`src/rtl/mem_access_unit.sv`:
```
// Load/store unit between a requester and a word-wide data memory with alignment checks.
// Byte/halfword accesses (lane extract, sign extension, read-modify-write) exist only when LSU_SUBWORD_EN is defined.
module mem_access_unit (
  input  logic        clk,
  input  logic        reset,
  input  logic        req_valid,
  output logic        req_ready,
  input  logic        req_we,
  input  logic [1:0]  req_size,
  input  logic        req_signed,
  input  logic [9:0]  req_addr,
  input  logic [31:0] req_wdata,
  output logic        rsp_valid,
  output logic [31:0] rsp_rdata,
  output logic        rsp_err,
  output logic        mem_wen,
  output logic        mem_ren,
  output logic [9:0]  mem_addr,
  output logic [31:0] mem_din,
  input  logic [31:0] mem_dout
);

  typedef enum logic [2:0] {IDLE, RD, RDW, WR, RESP} state_t;

  localparam logic [1:0] SIZE_W = 2'b10;
`ifdef LSU_SUBWORD_EN
  localparam logic [1:0] SIZE_B = 2'b00;
  localparam logic [1:0] SIZE_H = 2'b01;
`endif

  state_t      state_q, state_d;
  logic        we_q, we_d;
  logic [1:0]  size_q, size_d;
  logic        signed_q, signed_d;
  logic [9:0]  addr_q, addr_d;
  logic [31:0] data_q, data_d;
  logic        err_q, err_d;

  logic        req_legal;
  logic        req_rmw;
  logic [31:0] load_data;

  // Legality is decided on the raw request so an illegal one never touches memory.
  always_comb begin
    req_legal = 1'b0;
    req_rmw   = 1'b0;
    case (req_size)
      SIZE_W: req_legal = (req_addr[1:0] == 2'b00);
`ifdef LSU_SUBWORD_EN
      SIZE_H: begin
        req_legal = ~req_addr[0];
        req_rmw   = req_we;
      end
      SIZE_B: begin
        req_legal = 1'b1;
        req_rmw   = req_we;
      end
`endif
      default: req_legal = 1'b0;
    endcase
  end

`ifdef LSU_SUBWORD_EN
  logic [31:0] lane_data;
  logic [31:0] merge_data;

  // Little-endian lane extract: shift the addressed lane down to bit 0, then extend.
  always_comb begin
    lane_data = mem_dout >> {addr_q[1:0], 3'b000};
    load_data = mem_dout;
    case (size_q)
      SIZE_B:  load_data = {{24{signed_q & lane_data[7]}}, lane_data[7:0]};
      SIZE_H:  load_data = {{16{signed_q & lane_data[15]}}, lane_data[15:0]};
      default: load_data = mem_dout;
    endcase
  end

  always_comb begin
    merge_data = mem_dout;
    case (size_q)
      SIZE_B:  merge_data[{addr_q[1:0], 3'b000} +: 8] = data_q[7:0];
      SIZE_H:  merge_data[{addr_q[1], 4'b0000} +: 16] = data_q[15:0];
      default: merge_data = data_q;
    endcase
  end
`else
  logic unused_subword;

  assign load_data      = mem_dout;
  assign unused_subword = ^{size_q, signed_q, addr_q[1:0]};
`endif

  always_comb begin
    state_d  = state_q;
    we_d     = we_q;
    size_d   = size_q;
    signed_d = signed_q;
    addr_d   = addr_q;
    data_d   = data_q;
    err_d    = err_q;
    case (state_q)
      IDLE: begin
        if (req_valid) begin
          we_d     = req_we;
          size_d   = req_size;
          signed_d = req_signed;
          addr_d   = req_addr;
          data_d   = req_wdata;
          err_d    = ~req_legal;
          if (!req_legal) begin
            state_d = RESP;
          end else if (!req_we || req_rmw) begin
            state_d = RD;
          end else begin
            state_d = WR;
          end
        end
      end
      RD: state_d = RDW;
      RDW: begin
`ifdef LSU_SUBWORD_EN
        if (we_q) begin
          data_d  = merge_data;
          state_d = WR;
        end else begin
          data_d  = load_data;
          state_d = RESP;
        end
`else
        data_d  = load_data;
        state_d = RESP;
`endif
      end
      WR:      state_d = RESP;
      RESP:    state_d = IDLE;
      default: state_d = IDLE;
    endcase
  end

  always_ff @(posedge clk) begin
    if (reset) begin
      state_q  <= IDLE;
      we_q     <= 1'b0;
      size_q   <= 2'b00;
      signed_q <= 1'b0;
      addr_q   <= '0;
      data_q   <= '0;
      err_q    <= 1'b0;
    end else begin
      state_q  <= state_d;
      we_q     <= we_d;
      size_q   <= size_d;
      signed_q <= signed_d;
      addr_q   <= addr_d;
      data_q   <= data_d;
      err_q    <= err_d;
    end
  end

  // Strobes are gated by reset so an abort suppresses a write already in flight.
  always_comb begin
    req_ready = (state_q == IDLE);
    mem_ren   = (state_q == RD) && !reset;
    mem_wen   = (state_q == WR) && !reset;
    mem_addr  = (mem_ren || mem_wen) ? {addr_q[9:2], 2'b00} : '0;
    mem_din   = mem_wen ? data_q : '0;
    rsp_valid = (state_q == RESP) && !reset;
    rsp_err   = rsp_valid && err_q;
    rsp_rdata = (rsp_valid && !err_q && !we_q) ? data_q : '0;
  end

endmodule

```
`config.mk`:
```
export PLATFORM = sky130hd
export DESIGN_NAME = mem_access_unit
export DESIGN_NICKNAME = d
export VERILOG_FILES = /design/src/rtl/mem_access_unit.sv
export SDC_FILE = /design/constraint.sdc
export NUM_CORES = 1
export LEC_CHECK = 0
export ABC_AREA = 1
export BUFFER_PORTS_ARGS = -buffer_cell sky130_fd_sc_hd__buf_4
export CAP_MARGIN = 20
export CORE_MARGIN = 3
export CORE_UTILIZATION = 48
export DETAILED_ROUTE_END_ITERATION = 10
export PLACE_DENSITY = 0.86
export SLEW_MARGIN = 15
export SYNTH_ARGS = -nofsm -noshare
export SYNTH_HDL_FRONTEND = slang
export SYNTH_SLANG_ARGS = --single-unit
```
`constraint.sdc`:
```
create_clock -name clk -period 2.05 [get_ports clk]
set_input_delay 0.1025 -clock clk [delete_from_list [all_inputs] [get_ports clk]]
set_output_delay 0.1025 -clock clk [all_outputs]
set_load 0.005 [all_outputs]
```
==> flow_metrics.py, run 1 <==
metrics = {
    "sta": {
        "max_freq_mhz": 573,
        "finalMaxSlewViolations": 0,
        "slew_headroom_pct": 66.6,
        "fin_setup_tns_ps": 0,
        "tightest_slew_ps": 500,
        "fin_skew_ps": 10.0,
        "rsz0062_at_grt": "no",
        "period_needed_ps": 1740,
        "fin_crit_sh_pct": 85.1,
        "setup_viol": 0,
        "hold_viol_final": 0,
    },
    "setup_path": {
        "path_class": "reg2out",
        "reg2reg_from": "state_q[0]",
        "required_ps": 1950,
        "rrSetupSlack_ps": 380,
        "cp_top_family": "simple AND/OR/NAND/NOR gates",
        "crit_slowest_cell": "dfxtp_1",
        "critPathCaptureType": "output pin",
        "path_buf_inv": 2,
        "reg2reg_depth": 7,
        "crit_fanout": 32,
        "critPathLaunchType": "flip-flop",
        "arrival_ps": 1640,
        "path_cells": "nor2_4, nand3_1, inv_2, nand2_4, nor2_1, buf_4",
        "cpPeakStageDelay_ps": 420,
        "timing.rr.end": "data_q[2]",
    },
    "placed_design": {
        "portBuffers": 156,
        "gp_congestion": 0.830,
        "hpwlAfterDp_um": 6050,
    },
    "global_routing": {
        "antenna_found_initial": 0,
        "grt_pass1_vias": 3049,
        "track_usage_pct": 23.2,
        "gr-total-overflow": 0,
        "grt_pass1_wl_um": 13700,
        "grt_start_max_net_pins": 45,
    },
    "clocking": {
        "clkTransAtPathRegs_ps": 90,
        "cts_made_buffers": 5,
        "root_buffer": "clkbuf_8",
        "cts_tree": "built",
        "worstSkewPairLatency_ps": 300,
        "numClockSinks": 45,
        "clock_path_buffers": 2,
        "ctsHoldBuffers": 0,
        "cts-htree-levels": 2,
    },
    "floorplan": {
        "ios": 160,
        "num_rows": 27,
        "die_area_mm2": 0.00693,
        "initial_core_util_pct": 50.7,
        "die_w_um": 83.2,
        "core-area_mm2": 0.00564,
        "fp.dieH_um": 83.2,
    },
    "routing": {
        "vias": 3370,
        "via_per_inst": 4.86,
        "drc_errors": 0,
        "wl_met3_um": 580,
        "dr_wl_met2_um": 4310,
        "postRouteAntennaNets": 0,
        "drt-initial-drc-count": 139,
        "wirelength_um": 8500,
        "drt-wirelength-per-cell_um": 12.2,
        "wirelength_met1_um": 3430,
        "top_layer_used": "met4",
        "drt_pass1_iterations": 6,
    },
    "final_layout": {
        "nFillCells": 515,
        "drive_above_1_share_pct": 32.3,
        "fin_util_pct": 72.3,
        "antennaDiodeCount": 0,
        "syn_to_final_growth_pct": 42.4,
        "layout.nets": 702,
    },
    "power": {
        "power_density_mw_per_mm2": 498,
        "ir_drop_mv": 0.326,
        "leakage_uw": 0.00216,
    },
    "logic_synthesis": {
        "yosysWarnings": 0,
        "ys_seq_area_share_pct": 31.5,
        "yosysTopAreaCellShare_pct": 31.5,
        "synthTopCellsByArea": "dfxtp_1 31%, nor2_1 17%, nand2_1 14%",
        "synth_top_cell_by_area": "dfxtp_1",
        "ys_ff_latch": 45,
        "avgSynthCellArea_um2": 5.93,
        "yosysUniqueCellTypes": 20,
        "synthCells": 483,
        "syn_area_mm2": 0.00286,
    },
    "min_path": {
        "hold_path.class": "in2reg",
        "hold_depth": 2,
        "hold_end": "addr_q[2]",
        "hp-start": "reset",
    },
    "run": {
        "maxCapViolCount": 0,
    },
    "run_status": {
        "status": "finished, final reports clean",
    },
}
==> worst register-to-register path, delay by kind of cell, from the launching register on <==
| kind | cells | cell delay (ps) |
|---|---|---|
| simple gates | 5 | 650 |
| buf+inv | 2 | 550 |
| flops | 1 | 370 |
==> cell usage after synthesis <==
| library cell | count |
|---|---|
| nor2_4 | 2 |
| buf_1 | 3 |
| clkbuf_1 | 3 |
| buf_6 | 7 |
| nor2_2 | 19 |
| nand3_4 | 2 |
| nand2_1 | 110 |
| a21oi_1 | 10 |
| buf_2 | 11 |
| nor2_1 | 129 |
| nand3_1 | 78 |
| conb_1 | 1 |
| nor3_1 | 1 |
| buf_4 | 10 |
| dfxtp_1 | 45 |
| inv_1 | 45 |
| inv_2 | 4 |
| o211ai_2 | 1 |
| o21ai_0 | 1 |
| nand2_2 | 1 |
==> through the flow <==
step                hold slack (ps)  power (uW)  worst slack (ps)  area [um^2]  std cells
global placement                379        1480               404         3980        686
global route                   56.4        2150               151         4080        694
CTS                            57.2        2040              82.7         4070        694
detailed placement              383        1490               394         3980        686
floorplan                       182        1310               880         2870        484
finish                         62.4        2030               305         4080        694
==> metal layers <==
metal | GRT usage (%) | vias to the layer above
li1 | - | 1734
met1 | 26.3 | 1493
met2 | 43.1 | 130
met3 | 4.76 | 13
met4 | 7.13 | 0
met5 | 0 | -
==> cell usage in the layout (no fill, tap or decap) <==
master | synthesis | routed
buf_4 | 10 | 162
nor2_1 | 129 | 129
nand2_1 | 110 | 110
nand3_1 | 78 | 78
inv_1 | 45 | 45
dfxtp_1 | 45 | 45
nor2_2 | 19 | 19
a21oi_1 | 10 | 10
clkbuf_8 | 0 | 5
inv_2 | 4 | 4
clkinvlp_4 | 0 | 3
nor2_4 | 2 | 2
nand3_4 | 2 | 2
conb_1 | 1 | 2
buf_12 | 0 | 2
nand2_4 | 0 | 1
o211ai_2 | 1 | 1
nor3_1 | 1 | 1
o21ai_0 | 1 | 1
==> report_power, final <==
part	switching, uW	leakage, uW	total [uW]	internal (uW)
clock network	317	0.0000364	556	239
logic	271	0.00175	502	231
registers	24.6	0.000372	973	948
total	613	0.00216	2030	1420
==> worst max-delay path by stage <==
stage,from,to,slack (ps),depth (start not counted)
after floorplan,state_q[1],rsp_rdata[10],880,7
after global placement,state_q[0],data_q[23],400,7
after detailed placement,state_q[0],data_q[0],390,7
after CTS,state_q[1],rsp_rdata[30],80,6
after global routing,state_q[1],rsp_rdata[30],150,6
final,state_q[1],rsp_rdata[30],310,6
==> area by class of cell <==
| type | instances | area [um^2] | share of cell area, % |
|---|---|---|---|
| sequential | 45 | 901 | 22.1 |
| inverter | 49 | 184 | 4.51 |
| tap | 72 | 90.1 | 2.21 |
| multi-input combinational | 356 | 1560 | 38.1 |
| timing repair buffer | 164 | 1260 | 30.8 |
| clock buffer | 5 | 68.8 | 1.69 |
| clock inverter | 3 | 22.5 | 0.552 |
==> flip-flops by register name, indices dropped and copies added (netlist names) <==
name	cells
addr_q	8
data_q	32
err_q	1
state_q	3
we_q	1
==> logic make-up (layout without fill, tap and decap cells) <==
kind of cell / after synthesis / after routing / share of synthesized area [%]
AOI/OAI and AO/OA: 12 / 12 / 2.36
other: 1 / 2 / 0.131
buffers and inverters: 83 / 221 / 14.5
DFF: 45 / 45 / 31.5
and+or+nand+nor: 342 / 342 / 51.5
==> what timing repair did <==
action | in CTS | in global routing
buffers inserted | 0 | 0
endpoints found under the setup margin | 0 | 32
resized for setup | 0 | 1
Power figures use the tool's default switching activity.
==> run 2, diff against run 1 <==
--- a/config.mk
+++ b/config.mk
@@ -11,6 +11,7 @@
 export CORE_MARGIN = 3
 export CORE_UTILIZATION = 48
 export DETAILED_ROUTE_END_ITERATION = 10
+export HOLD_SLACK_MARGIN = 0.12
 export PLACE_DENSITY = 0.86
 export SLEW_MARGIN = 15
 export SYNTH_ARGS = -nofsm -noshare
==> run 2 against run 1 <==
  * Total power grew 3.1%
  * Largest power group unchanged
  * Flip-flop and latch count is the same
  * Core utilization increased by 6.5 points
  * Clock skew fell by 3.1 ps
==> flow_metrics.py, run 2 (same netlist as run 1, synthesis figures left out) <==
metrics = {
    "final_layout": {
        "nFillCells": 438,
        "multi_input_area_mm2": 0.00156,
        "ff_latch_area_um2": 901,
        "largest_reg_flops": 32,
        "antennaDiodeCount": 0,
        "final_cell_mix": "162 x buf_4, 129 x nor2_1, 109 x nand2_1",
        "largest-register": "data_q",
        "syn_to_final_growth_pct": 55.3,
        "drive_above_1_share_pct": 30.7,
        "top_regs": "data_q: 32 flops, addr_q: 8 flops, state_q: 3 flops",
        "fin_util_pct": 78.8,
        "layout.nets": 738,
        "final_common_cell": "buf_4",
    },
    "sta": {
        "fin_crit_sh_pct": 94.0,
        "setup_viol": 0,
        "fin_setup_tns_ps": 0,
        "period_needed_ps": 1930,
        "finalMaxSlewViolations": 0,
        "max_freq_mhz": 519,
        "worst_slack_ps": 123,
        "hold_ws_ps": 129,
        "hold_viol_final": 0,
        "fin_skew_ps": 6.94,
    },
    "setup_path": {
        "critPathCaptureType": "flip-flop",
        "path_class": "reg2reg",
        "reg2reg_depth": 6,
        "arrival_ps": 2180,
        "required_ps": 2300,
        "critPathLaunchType": "flip-flop",
        "crit_fanout": 15,
    },
    "floorplan": {
        "num_rows": 27,
        "initial_core_util_pct": 50.7,
        "die_area_mm2": 0.00693,
        "ios": 160,
        "fp.dieH_um": 83.2,
        "die_w_um": 83.2,
        "core-area_mm2": 0.00564,
    },
    "placed_design": {
        "hpwlAfterDp_um": 6050,
        "portBuffers": 156,
        "gp_congestion": 0.830,
        "post-place-ws_ps": 394,
    },
    "clocking": {
        "clkTransAtPathRegs_ps": 90,
        "clock_path_buffers": 2,
        "root_buffer": "clkbuf_8",
        "numClockSinks": 45,
        "cts-htree-levels": 2,
        "cts_made_buffers": 5,
        "worstSkewPairLatency_ps": 300,
        "cts_tree": "built",
    },
    "routing": {
        "wirelength_um": 9370,
        "drc_errors": 0,
        "drt_pass1_iterations": 5,
        "drt-initial-drc-count": 165,
        "drt-wirelength-per-cell_um": 12.8,
        "postRouteAntennaNets": 0,
        "vias": 3629,
        "via_per_inst": 4.97,
    },
    "global_routing": {
        "grt_start_max_net_pins": 45,
        "gr-total-overflow": 0,
        "antenna_found_initial": 0,
        "grt_pass1_wl_um": 15200,
        "track_usage_pct": 25.9,
        "grt_pass1_vias": 3367,
    },
    "min_path": {
        "hold_path.class": "in2reg",
        "hold_depth": 5,
    },
    "run_status": {
        "status": "finished, final reports clean",
    },
    "power": {
        "ir_drop_mv": 0.326,
        "power_density_mw_per_mm2": 471,
        "p_total_uw": 2100,
        "leakage_uw": 0.00231,
    },
    "run": {
        "maxCapViolCount": 0,
    },
}
[run 2: critical path, cell delays in order (launching register included)]
cell           delay, ps
dfxtp_1              370
inv_2                260
nand2_1              150
nor2_4               270
nand3_1              130
a21oi_1              130
dlygate4sd3_1        550
[run 2: worst paths after layout]
kind / startpoint / end / slack (ps)
worst max-delay path: state_q[0] / addr_q[2] / 120
worst min-delay path: mem_dout[12] / data_q[12] / 130
worst max register to register: state_q[0] / addr_q[2] / 120
worst min register to register: addr_q[9] / addr_q[9] / 470
[run 2: layout make-up]
| type | instances | area share, % |
|---|---|---|
| clock buffer | 5 | 1.55 |
| clock inverter | 3 | 0.507 |
| inverter | 49 | 4.14 |
| multi-input combinational | 356 | 35.2 |
| sequential | 45 | 20.3 |
| tap | 72 | 2.03 |
| timing repair buffer | 200 | 36.4 |
[run 2: timing repair]
item                                   CTS  global route
hold buffers                            36             0
gates resized for setup                  0             3
setup buffers                            0             0
endpoints found under the hold margin   37             0
setup endpoints to repair                0            33
[run 2: routing by layer]
layer / GRT usage [%] / up-vias / share of wire [%]
met5: 0 / - / 0
met4: 8.62 / 0 / 2.6
met3: 4.27 / 25 / 6.7
met2: 47.5 / 160 / 52
met1: 30.3 / 1635 / 39
li1: - / 1809 / -
[run 2: power breakdown]
| part | total [uW] | internal (uW) | switching [uW] |
|---|---|---|---|
| clock network | 553 | 239 | 314 |
| registers | 974 | 948 | 25.9 |
| logic | 568 | 277 | 291 |
| total | 2100 | 1460 | 631 |
[run 2: per-stage QoR]
step | instances | area (um^2)
6_report | 730 | 4450
5_1_grt | 730 | 4450
4_1_cts | 730 | 4430
3_5_place_dp | 686 | 3980
3_3_place_gp | 686 | 3980
2_1_floorplan | 484 | 2870
==> run 3, diff against run 2 <==
--- a/config.mk
+++ b/config.mk
@@ -12,7 +12,7 @@
 export CORE_UTILIZATION = 48
 export DETAILED_ROUTE_END_ITERATION = 10
 export HOLD_SLACK_MARGIN = 0.12
-export PLACE_DENSITY = 0.86
+export PLACE_DENSITY = 0.92
 export SLEW_MARGIN = 15
 export SYNTH_ARGS = -nofsm -noshare
 export SYNTH_HDL_FRONTEND = slang
==> run 3 against run 2 <==
  * Worst hold slack worse by 1.8 ps
  * Sequential power about the same
  * Total power rose by 3.6%
  * Cell area is 1.2% lower
  * Sequential share of layout area up 0.25 points
  * Non-clock buffer count shrank 7
==> flow_metrics.py, run 3 (same netlist as run 1, synthesis figures left out) <==
metrics = {
    "setup_path": {
        "path_cells": "nor2_4, nand3_4, nand2_1, a21oi_1, dlygate4sd3_1",
        "critPathCaptureType": "flip-flop",
        "arrival_ps": 2130,
        "path_class": "reg2reg",
        "cp_top_family": "simple AND/OR/NAND/NOR gates",
        "critPathLaunchType": "flip-flop",
        "required_ps": 2240,
        "crit_slowest_cell": "dlygate4sd3_1",
        "crit_fanout": 44,
        "cpPeakStageDelay_ps": 550,
        "path_buf_inv": 1,
    },
    "final_layout": {
        "finalInstanceArea_mm2": 0.00439,
        "top_regs": "data_q: 32 flops, addr_q: 8 flops, state_q: 3 flops",
        "final_cell_mix": "162 x buf_4, 129 x nor2_1, 110 x nand2_1",
        "layout.nets": 731,
        "final_common_cell": "buf_4",
        "syn_to_final_growth_pct": 53.4,
        "drive_above_1_share_pct": 30.9,
        "antennaDiodeCount": 0,
        "largest_reg_flops": 32,
        "largest-register": "data_q",
    },
    "run_status": {
        "status": "finished, final reports clean",
    },
    "floorplan": {
        "ios": 160,
        "fp.dieH_um": 83.2,
        "die_area_mm2": 0.00693,
        "die_w_um": 83.2,
        "initial_core_util_pct": 50.7,
        "core-area_mm2": 0.00564,
        "num_rows": 27,
    },
    "global_routing": {
        "track_usage_pct": 25.0,
        "antenna_found_initial": 0,
        "grt_pass1_wl_um": 14700,
        "grt_pass1_vias": 3222,
        "gr-total-overflow": 0,
        "grt_start_max_net_pins": 45,
    },
    "routing": {
        "drt_pass1_iterations": 4,
        "top_layer_used": "met4",
        "drt-initial-drc-count": 180,
        "wirelength_um": 9170,
        "drt-wirelength-per-cell_um": 12.7,
        "drc_errors": 0,
        "wirelength_met1_um": 3570,
        "via_per_inst": 4.86,
        "postRouteAntennaNets": 0,
        "vias": 3507,
        "dr_wl_met2_um": 4850,
        "wl_met3_um": 623,
    },
    "sta": {
        "finalMaxSlewViolations": 0,
        "fin_setup_tns_ps": 0,
        "hold_viol_final": 0,
        "slew_headroom_pct": 66.7,
        "tightest_slew_ps": 500,
        "hold_ws_ps": 127,
        "fin_skew_ps": 10.5,
        "max_freq_mhz": 515,
        "period_needed_ps": 1940,
        "fin_crit_sh_pct": 94.7,
        "setup_viol": 0,
        "rsz0062_at_grt": "no",
    },
    "clocking": {
        "clkTransAtPathRegs_ps": 90,
        "clock_path_buffers": 2,
        "root_buffer": "clkbuf_8",
        "numClockSinks": 45,
        "cts_tree": "built",
        "worstSkewPairLatency_ps": 290,
        "cts-htree-levels": 2,
        "cts_made_buffers": 5,
    },
    "placed_design": {
        "gp_congestion": 0.819,
        "placed_area_mm2": 0.00400,
        "hpwlAfterDp_um": 6180,
        "portBuffers": 156,
    },
    "power": {
        "leakage_uw": 0.00230,
        "power_density_mw_per_mm2": 494,
        "ir_drop_mv": 0.332,
        "p_total_uw": 2170,
    },
    "run": {
        "maxCapViolCount": 0,
    },
    "min_path": {
        "hold_path.class": "in2reg",
    },
}
## run 3: routing by layer
metal / global-route usage (%) / vias to the layer above
met5: 0 / -
met4: 7.58 / 0
met3: 3.97 / 10
met2: 46.9 / 129
met1: 28.6 / 1573
li1: - / 1795
## run 3: layout make-up
class	count	area [um^2]
multi-input cells	356	1560
inverters	49	184
well taps	72	90.1
clock buffers	5	68.8
fillers	439	1250
repair buffers	193	1560
clock inverters	2	35.0
flip-flops and latches	45	901
## run 3: what timing repair did
| item | CTS | global route |
|---|---|---|
| hold endpoints to repair | 28 | 1 |
| resized for setup | 0 | 1 |
| buffers inserted | 0 | 0 |
| endpoints found under the setup margin | 0 | 1 |
| hold buffers | 27 | 1 |
## run 3: final timing paths
check	startpoint	to	slack (ps)	depth (start not counted)
setup / recovery	state_q[1]	addr_q[4]	110	5
hold reg to reg	addr_q[2]	addr_q[2]	470	2
setup reg to reg	state_q[1]	addr_q[4]	110	5
hold / removal	req_wdata[18]	data_q[18]	130	5
## run 3: tightest hold or removal path: cells and delay by family
family,cells,cell delay [ps]
buffers and inverters,1,80
AND/OR/NAND/NOR,4,190
## run 3: report_power, final
group | internal [uW] | switching, uW | total, uW
clock | 355 | 291 | 646
combinational | 268 | 282 | 551
sequential | 948 | 26.1 | 974
total | 1570 | 599 | 2170
## run 3: through the flow
| step | utilization (%) | setup WS (ps) | cells |
|---|---|---|---|
| floorplan | - | 880 | 484 |
| CTS | 77.6 | 80.5 | 721 |
| detailed placement | 70.9 | 378 | 687 |
| global route | 77.8 | 1.21 | 722 |
| global placement | 70.9 | 440 | 687 |
| finish | 77.8 | 108 | 722 |
